$ cat config.mk
export PLATFORM = sky130hd
export DESIGN_NAME = fp_to_twos
export DESIGN_NICKNAME = d
export VERILOG_FILES = /design/src/rtl/fp_to_twos.sv
export SDC_FILE = /design/constraint.sdc
export NUM_CORES = 1
export LEC_CHECK = 0
export ABC_AREA = 1
export CAP_MARGIN = 20
export CORE_MARGIN = 2
export CORE_UTILIZATION = 40
export DETAILED_ROUTE_END_ITERATION = 10
export GPL_TIMING_DRIVEN = 0
export PLACE_DENSITY = 0.69
export SLEW_MARGIN = 20
export SYNTH_ARGS = -nofsm -noshare
export SYNTH_HDL_FRONTEND = slang
export SYNTH_SLANG_ARGS = --single-unit
export TNS_END_PERCENT = 30
$ cat constraint.sdc
create_clock -name clk -period 1.6 [get_ports clk]
set_clock_uncertainty 0.15 [all_clocks]
set_input_delay 0.16 -clock clk [delete_from_list [all_inputs] [get_ports clk]]
set_output_delay 0.16 -clock clk [all_outputs]
set_load 0.05 [all_outputs]
$ cat src/rtl/fp_to_twos.sv
// fp_to_twos: converts the lab 8-bit float {sign, exponent, significand} into an
// OUT_W-bit two's-complement value, V = (-1)^sign * significand * 2^exponent.
// Valid/ready on both sides, one operation in flight at a time.
// Build option: FP2TC_FAST_SHIFT_EN
//   undefined (default) - iterative shifter, one exponent step per clock
//   defined             - single-cycle barrel shift, result registered on accept
// OUT_W must be >= SIG_W + 2**EXP_W so the shift can never overflow.
module fp_to_twos #(
  parameter int EXP_W = 3,
  parameter int SIG_W = 4,
  parameter int OUT_W = 12
) (
  input  logic             clk,
  input  logic             rst_n,
  input  logic             in_valid,
  output logic             in_ready,
  input  logic             sign,
  input  logic [EXP_W-1:0] exponent,
  input  logic [SIG_W-1:0] significand,
  output logic             out_valid,
  input  logic             out_ready,
  output logic [OUT_W-1:0] twos_complement
);

  typedef enum logic [1:0] {
    IDLE  = 2'd0,
    SHIFT = 2'd1,
    DONE  = 2'd2
  } state_t;

  state_t           r_state;
  logic             r_in_ready;
  logic             r_out_valid;
  logic [OUT_W-1:0] r_result;
  logic [OUT_W-1:0] w_mag_in;

  // Significand zero-extended to the result width; all shifting is unsigned.
  assign w_mag_in = {{(OUT_W-SIG_W){1'b0}}, significand};

  assign in_ready        = r_in_ready;
  assign out_valid       = r_out_valid;
  assign twos_complement = r_result;

`ifdef FP2TC_FAST_SHIFT_EN

  logic [OUT_W-1:0] w_shifted;
  logic [OUT_W-1:0] w_signed;

  // Whole conversion done combinationally from the live inputs.
  assign w_shifted = w_mag_in << exponent;
  assign w_signed  = sign ? (~w_shifted + OUT_W'(1)) : w_shifted;

  // Handshake FSM: the accepting edge registers the result and goes straight to DONE.
  always_ff @(posedge clk) begin
    if (!rst_n) begin
      r_state     <= IDLE;
      r_in_ready  <= 1'b1;
      r_out_valid <= 1'b0;
      r_result    <= '0;
    end else begin
      case (r_state)
        IDLE: begin
          if (in_valid) begin
            r_result    <= w_signed;
            r_in_ready  <= 1'b0;
            r_out_valid <= 1'b1;
            r_state     <= DONE;
          end
        end
        DONE: begin
          if (out_ready) begin
            r_out_valid <= 1'b0;
            r_in_ready  <= 1'b1;
            r_state     <= IDLE;
          end
        end
        default: begin
          r_out_valid <= 1'b0;
          r_in_ready  <= 1'b1;
          r_state     <= IDLE;
        end
      endcase
    end
  end

`else

  logic [OUT_W-1:0] r_mag;
  logic [EXP_W-1:0] r_cnt;
  logic             r_sign;
  logic [OUT_W-1:0] w_signed;

  // Negate only once, after the magnitude has been fully shifted.
  assign w_signed = r_sign ? (~r_mag + OUT_W'(1)) : r_mag;

  // Handshake FSM with iterative shifter: one left shift per clock until cnt hits zero.
  always_ff @(posedge clk) begin
    if (!rst_n) begin
      r_state     <= IDLE;
      r_in_ready  <= 1'b1;
      r_out_valid <= 1'b0;
      r_result    <= '0;
      r_mag       <= '0;
      r_cnt       <= '0;
      r_sign      <= 1'b0;
    end else begin
      case (r_state)
        IDLE: begin
          if (in_valid) begin
            r_sign     <= sign;
            r_cnt      <= exponent;
            r_mag      <= w_mag_in;
            r_in_ready <= 1'b0;
            r_state    <= SHIFT;
          end
        end
        SHIFT: begin
          if (r_cnt != '0) begin
            r_mag <= r_mag << 1;
            r_cnt <= r_cnt - EXP_W'(1);
          end else begin
            r_result    <= w_signed;
            r_out_valid <= 1'b1;
            r_state     <= DONE;
          end
        end
        DONE: begin
          if (out_ready) begin
            r_out_valid <= 1'b0;
            r_in_ready  <= 1'b1;
            r_state     <= IDLE;
          end
        end
        default: begin
          r_out_valid <= 1'b0;
          r_in_ready  <= 1'b1;
          r_state     <= IDLE;
        end
      endcase
    end
  end

`endif

endmodule
## Word level (Yosys, flattened, before mapping)

Cells that the tools add are included.

| storage, ports and cells | value |
|---|---|
| bits in registers | 32 |
| input bits | 12 |
| word-level logic and storage cells | 45 |
| output and inout port bits | 14 |

| cells by class | value |
|---|---|
| reductions and logical operators | 9 |
| equal/unequal tests | 6 |
| bitwise gates (word level) | 4 |
| muxes and demuxes | 17 |
| add/subtract/negate cells | 2 |

Operators with widths:

| operator | number |
|---|---|
| 2-to-1 mux 12 bit | 3 |
| one-hot mux 12 bit (2 select lines) | 1 |
| adder 12 x 1 -> 12 bit (second input constant) | 1 |
| NOT 12 bit | 1 |
| AND reduction 3 bit | 4 |
| inequality test 2 bit (second input constant) | 4 |
| 2-to-1 mux 2 bit | 3 |
| 2-to-1 mux 3 bit | 2 |
| one-hot mux 1 bit (3 select lines) | 2 |
| one-hot mux 2 bit (3 select lines) | 1 |
| one-hot mux 3 bit (2 select lines) | 1 |
| 2-to-1 mux 1 bit | 4 |
| AND reduction 2 bit | 2 |
| NOT 1 bit | 3 |
| nonzero test 3 bit | 1 |
| subtractor 3 x 1 -> 3 bit (second input constant) | 1 |
| == test 2 x 1 -> 1 bit (second input constant) | 1 |
| == test 2 bit (second input constant) | 1 |
| logical NOT 2 bit | 1 |
| nonzero test 2 bit | 1 |

## Longest topological paths before layout

| depth | value |
|---|---|
| depth in word-level cells | 3 |
| depth in mapped cells | 9 |
| mapped depth without buffers | 9 |

## Worst setup path after synthesis

No wires, ideal clock.

| path | value |
|---|---|
| path type | register to register |
| start | reg r_cnt[0] |
| end | reg r_mag[2] |
| arrival | 1.282 ns |
| setup time | 0.120 ns |
| required time | 1.330 ns |
| setup slack | 0.048 ns |
| period minus slack after synthesis | 1.552 ns |
| cell stages (with the launch flop) | 9 |
| path buffers | 1 |
| cells stage by stage | dfxtp_1 > inv_1 > ha_1 > ha_1 > o21ai_4 > inv_2 > buf_6 > o21ai_1 > a21oi_1 |

| on the way | value |
|---|---|
| longest elaborated chain between the ends | 3 |

RTL lines:

| element | RTL line | text |
|---|---|---|
| from (decl) | 89 | `logic [EXP_W-1:0] r_cnt;` |
| from (signal assigned) | 111 | `r_cnt <= exponent;` |
| from (signal assigned) | 120 | `r_cnt <= r_cnt - EXP_W'(1);` |
| nonzero test 3 bit | 118 | `if (r_cnt != '0) begin` |
| inequality test 2 bit (no line) | -- |  |
| AND reduction 3 bit (no line) | -- |  |
| to (signal assigned) | 112 | `r_mag <= w_mag_in;` |
| to (signal assigned) | 119 | `r_mag <= r_mag << 1;` |
| to (decl) | 88 | `logic [OUT_W-1:0] r_mag;` |

Every way passes these cells.
A chain may end at the register's enable or synchronous reset.

## Worst setup path after layout

| path | value |
|---|---|
| start | reg r_cnt[0] |
| end | reg r_cnt[1] |

| on the way | value |
|---|---|
| longest elaborated chain between the ends | 3 |
| elaborated cells on any way between the ends | 6 |
| those cells by class | add/sub (1); eq/ne (1); mux (2); reduce/logical (2) |

RTL lines:

| element | RTL line |
|---|---|
| subtractor 3 x 1 -> 3 bit / nonzero test 3 bit (equally long branches) | 120, 118 |
| 2-to-1 mux 3 bit / inequality test 2 bit (equally long branches) | -- |
| one-hot mux 3 bit (2 select lines) / AND reduction 3 bit (equally long branches) | -- |

Several ways; a longest one is shown, not always the timed one. The select of a mux whose other input is x is not followed.

==> out/metrics.json <==
{
  "critical_path.top_delay_family": {"value": "compound AO/OA/AOI/OAI gates"},
  "worst-path-buf-inv": {"value": 3},
  "syn_area_per_cell": {"value": 7.51, "unit": "um2"},
  "synth.most_common_cell": {"value": "sky130_fd_sc_hd__nand2_1"},
  "floorplan.initialDensity": {"value": 42.7, "unit": "%"},
  "fp.coreArea": {"value": 3740, "unit": "um2"},
  "synth.top_cells.by_area": {"value": "sky130_fd_sc_hd__dfxtp_1, sky130_fd_sc_hd__nand2_1, sky130_fd_sc_hd__nand3_1, sky130_fd_sc_hd__inv_1, sky130_fd_sc_hd__o21ai_0"},
  "cts.sink_count": {"value": 32},
  "final_net_count": {"value": 266},
  "drt_pre_antenna_iters": {"value": 4},
  "slew_headroom": {"value": 67.4, "unit": "%"},
  "grtUsageMet1": {"value": 25.5, "unit": "%"},
  "postSynthNetCount": {"value": 228},
  "ir_worst_vdd": {"value": 0.454, "unit": "mV"},
  "hold_path_end": {"value": "in_ready$_SDFFE_PN1P_"},
  "crit_path_top_delay_cell": {"value": "sky130_fd_sc_hd__dfxtp_2"},
  "area_leader_netlist": {"value": "sky130_fd_sc_hd__dfxtp_1"},
  "ant_nets": {"value": 0},
  "sw_frac_of_total": {"value": 35.2, "unit": "%"},
  "synthCells": {"value": 213},
  "grt_use_met3": {"value": 3.83, "unit": "%"},
  "switching_power": {"value": 842, "unit": "uW"},
  "reg2reg_from": {"value": "r_cnt[0]$_SDFFE_PN0P_"},
  "p_total": {"value": 2390, "unit": "uW"},
  "grt_max_degree": {"value": 11},
  "tritoncts": {"value": "done"},
  "synth-edff-count": {"value": 0},
  "viasPerCell": {"value": 4.93},
  "synth-warning-count": {"value": 0},
  "clockPowerShare": {"value": 28.3, "unit": "%"},
  "place_congestion": {"value": 0.840},
  "ff2ff_path_depth": {"value": 8},
  "timing.rr.end": {"value": "r_cnt[1]$_SDFFE_PN0P_"},
  "antenna_violations_before_repair": {"value": 0},
  "finalWorstPathRequiredPeriod": {"value": 1.62, "unit": "ns"},
  "synth.lib_cells_used.distinct": {"value": 26},
  "post-synth-top-area-fraction": {"value": 40.1, "unit": "%"},
  "setup_viol_count_final": {"value": 6},
  "port_buffers": {"value": 24},
  "crit_path_max_incr_delay": {"value": 0.35, "unit": "ns"},
  "min-delay-start": {"value": "rst_n"},
  "final_layout_size_suffix_gt1_share": {"value": 20.3, "unit": "%"},
  "p_leak": {"value": 0.000933, "unit": "uW"},
  "cellInternalPower": {"value": 1550, "unit": "uW"},
  "cts_root_buf": {"value": "sky130_fd_sc_hd__clkbuf_8"},
  "grtUsageTotal": {"value": 17.7, "unit": "%"},
  "ys.flop_type": {"value": "sky130_fd_sc_hd__dfxtp_1"},
  "place_hpwl": {"value": 2550, "unit": "um"},
  "synth_seq_cells": {"value": 32},
  "asyncSetResetFlopFracSynth": {"value": 0, "unit": "%"},
  "global_route.peak_usage_layer": {"value": "met1"},
  "fin_ws": {"value": -0.0173, "unit": "ns"},
  "cts_buffers": {"value": 5},
  "routed_wire_per_std_cell": {"value": 12.3, "unit": "um"},
  "setup.worst_path.class": {"value": "reg -> reg"},
  "timing_worst_slew_pin_value": {"value": 0.490, "unit": "ns"},
  "status": {"value": "complete, but fails checks"},
  "insertion_delay": {"value": 0.29, "unit": "ns"},
  "pwr-share-seq": {"value": 38.6, "unit": "%"},
  "flow.area_growth_from_synthesis": {"value": 31.3, "unit": "%"},
  "globalRouteOverflowTotal": {"value": 0},
  "finalHoldViolCount": {"value": 0},
  "r2r_setup_slack": {"value": -0.02, "unit": "ns"},
  "critical_path.max_fanout": {"value": 5},
  "rsz_0062_raised_after_global_routing": {"value": "true"},
  "timing.max_cap.violations": {"value": 0},
  "grt_pass1_vias": {"value": 1236},
  "clock_path_buffers": {"value": 2},
  "drc": {"value": 0},
  "num_antenna_cells": {"value": 0},
  "placedInstanceArea": {"value": 1900, "unit": "um2"},
  "clkTransAtPathRegs": {"value": 0.07, "unit": "ns"},
  "chipWidth": {"value": 67.2, "unit": "um"},
  "chipHeight": {"value": 67.2, "unit": "um"},
  "std_cell_rows": {"value": 22},
  "h-tree-depth": {"value": 2},
  "worst_path_required_time": {"value": 1.64, "unit": "ns"},
  "endpoint_kind": {"value": "register"},
  "synth_top_cells_by_count": {"value": "sky130_fd_sc_hd__nand2_1, sky130_fd_sc_hd__dfxtp_1, sky130_fd_sc_hd__inv_1, sky130_fd_sc_hd__nand3_1, sky130_fd_sc_hd__o21ai_0"},
  "postLayoutCellArea": {"value": 2100, "unit": "um2"},
  "routed_wirelength": {"value": 3680, "unit": "um"},
  "ys_seq_area_share": {"value": 40.1, "unit": "%"},
  "grtUsageMet2": {"value": 23.5, "unit": "%"},
  "power_per_cell_area": {"value": 1140, "unit": "nW/um2"},
  "finalCritPeriodShare": {"value": 101, "unit": "%"},
  "io-pin-count": {"value": 26},
  "timing.critical_path.cells": {"value": "inv_2 > ha_4 > ha_4 > o21ai_4 > inv_2 > buf_6 > o21ai_2 > a21oi_2"},
  "timing.critical_path.from_type": {"value": "register"},
  "hold-path-cell-count": {"value": 2},
  "fmax": {"value": 618, "unit": "MHz"},
  "timing_max_transition_violations_final": {"value": 0},
  "failed_checks": {"value": "setup timing"},
  "worst-endpoint-arrival": {"value": 1.66, "unit": "ns"},
  "synth.cell_area": {"value": 1600, "unit": "um2"},
  "route.vias.total": {"value": 1475},
  "holdCritPathClass": {"value": "in -> reg"},
  "power_frac_comb": {"value": 33.1, "unit": "%"},
  "dieArea": {"value": 4520, "unit": "um2"},
  "first_pass_grt_wire_length": {"value": 5890, "unit": "um"},
  "drt-initial-drc-count": {"value": 72}
}
routing by layer:
| layer | share of wire (%) | vias up |
|---|---|---|
| met5 | 0 | - |
| met4 | 2.8 | 0 |
| met3 | 5.9 | 9 |
| met2 | 42 | 38 |
| met1 | 49 | 648 |
| li1 | - | 780 |
cell type report:
type                       instances  area, um2
fill                             383       1640
multi-input combinational        139        820
sequential                        32        643
timing repair buffer              30        265
inverter                          33        126
clock buffer                       7       96.3
buffer                             9       81.3
tap                               48       60.1
timing repair inverter             1       7.51
logic make-up (layout without fill, tap and decap cells):
family / count (synthesis) / count (layout) / share of synthesized area, %
buffers and inverters: 42 / 80 / 12.6
and+or+nand+nor: 77 / 77 / 21.9
xor gates and xnor gates: 3 / 3 / 1.64
adders and majority gates: 3 / 3 / 2.35
DFF: 32 / 32 / 40.1
AOI/OAI and AO/OA: 56 / 56 / 21.4
worst max path at each step:
stage,start,end,cells after the start
finish,r_cnt[0]$_SDFFE_PN0P_,r_cnt[1]$_SDFFE_PN0P_,8
global route,r_cnt[0]$_SDFFE_PN0P_,r_mag[2]$_SDFFE_PN0P_,8
global placement,r_cnt[0]$_SDFFE_PN0P_,twos_complement[8]$_SDFFE_PN0P_,9
floorplan,r_cnt[0]$_SDFFE_PN0P_,r_mag[2]$_SDFFE_PN0P_,8
detailed placement,r_cnt[1]$_SDFFE_PN0P_,twos_complement[10]$_SDFFE_PN0P_,9
CTS,r_cnt[0]$_SDFFE_PN0P_,twos_complement[10]$_SDFFE_PN0P_,9
repair_timing:
action / 4_1_cts / 5_1_grt
gates cloned: 0 / 3
pin swaps: 2 / 2
buffers inserted: 0 / 4
setup endpoints to repair: 39 / 28
hold buffers: 0 / 0
gates resized for setup: 17 / 19
placed cells by master (no fill, tap or decap), types with 2 or more instances in the layout:
master / n
sky130_fd_sc_hd__nand2_1: 36
sky130_fd_sc_hd__dfxtp_1: 30
sky130_fd_sc_hd__inv_1: 25
sky130_fd_sc_hd__nand3_1: 25
sky130_fd_sc_hd__o21ai_0: 17
sky130_fd_sc_hd__dlygate4sd2_1: 14
sky130_fd_sc_hd__a21oi_1: 12
sky130_fd_sc_hd__nor2_1: 10
sky130_fd_sc_hd__clkdlybuf4s50_1: 10
sky130_fd_sc_hd__o31ai_1: 8
sky130_fd_sc_hd__inv_2: 7
sky130_fd_sc_hd__buf_4: 7
sky130_fd_sc_hd__clkbuf_8: 7
sky130_fd_sc_hd__buf_6: 5
sky130_fd_sc_hd__o21a_1: 5
sky130_fd_sc_hd__o21ai_2: 4
sky130_fd_sc_hd__buf_2: 3
sky130_fd_sc_hd__a21oi_2: 3
sky130_fd_sc_hd__xor2_1: 3
sky130_fd_sc_hd__nand2_4: 2
sky130_fd_sc_hd__nand3_2: 2
sky130_fd_sc_hd__o21ai_4: 2
sky130_fd_sc_hd__o21ai_1: 2
sky130_fd_sc_hd__ha_4: 2
sky130_fd_sc_hd__dfxtp_2: 2
registers in the layout, indices dropped and copies added (netlist names):
name / cells
r_state: 2
twos_complement: 12
r_cnt: 3
r_sign: 1
r_mag: 12
out_valid: 1
in_ready: 1
power by group through the flow:
stage                     combinational (uW)  sequential [uW]  clock, uW
after global routing                     873              930        723
after CTS                                690              918        689
after detailed placement                 708              938          0
after floorplan                          382             1070          0
after global placement                   704              935          0
final                                    792              922        677
metrics by stage:
stage	setup slack [ns]	instances	hold WS, ns	TNS [ns]	util, %
after floorplan	0.0482	213	0.153	0	-
after global placement	-0.0678	285	0.299	-0.720	50.7
after detailed placement	-0.0556	285	0.300	-0.593	50.7
after CTS	-0.000151	292	0.00120	-0.000151	53.0
after global routing	-0.0811	299	0.0602	-0.562	56.1
final	-0.0173	299	0.0426	-0.0640	56.1
Note: power is estimated with default switching activity, not from simulation.
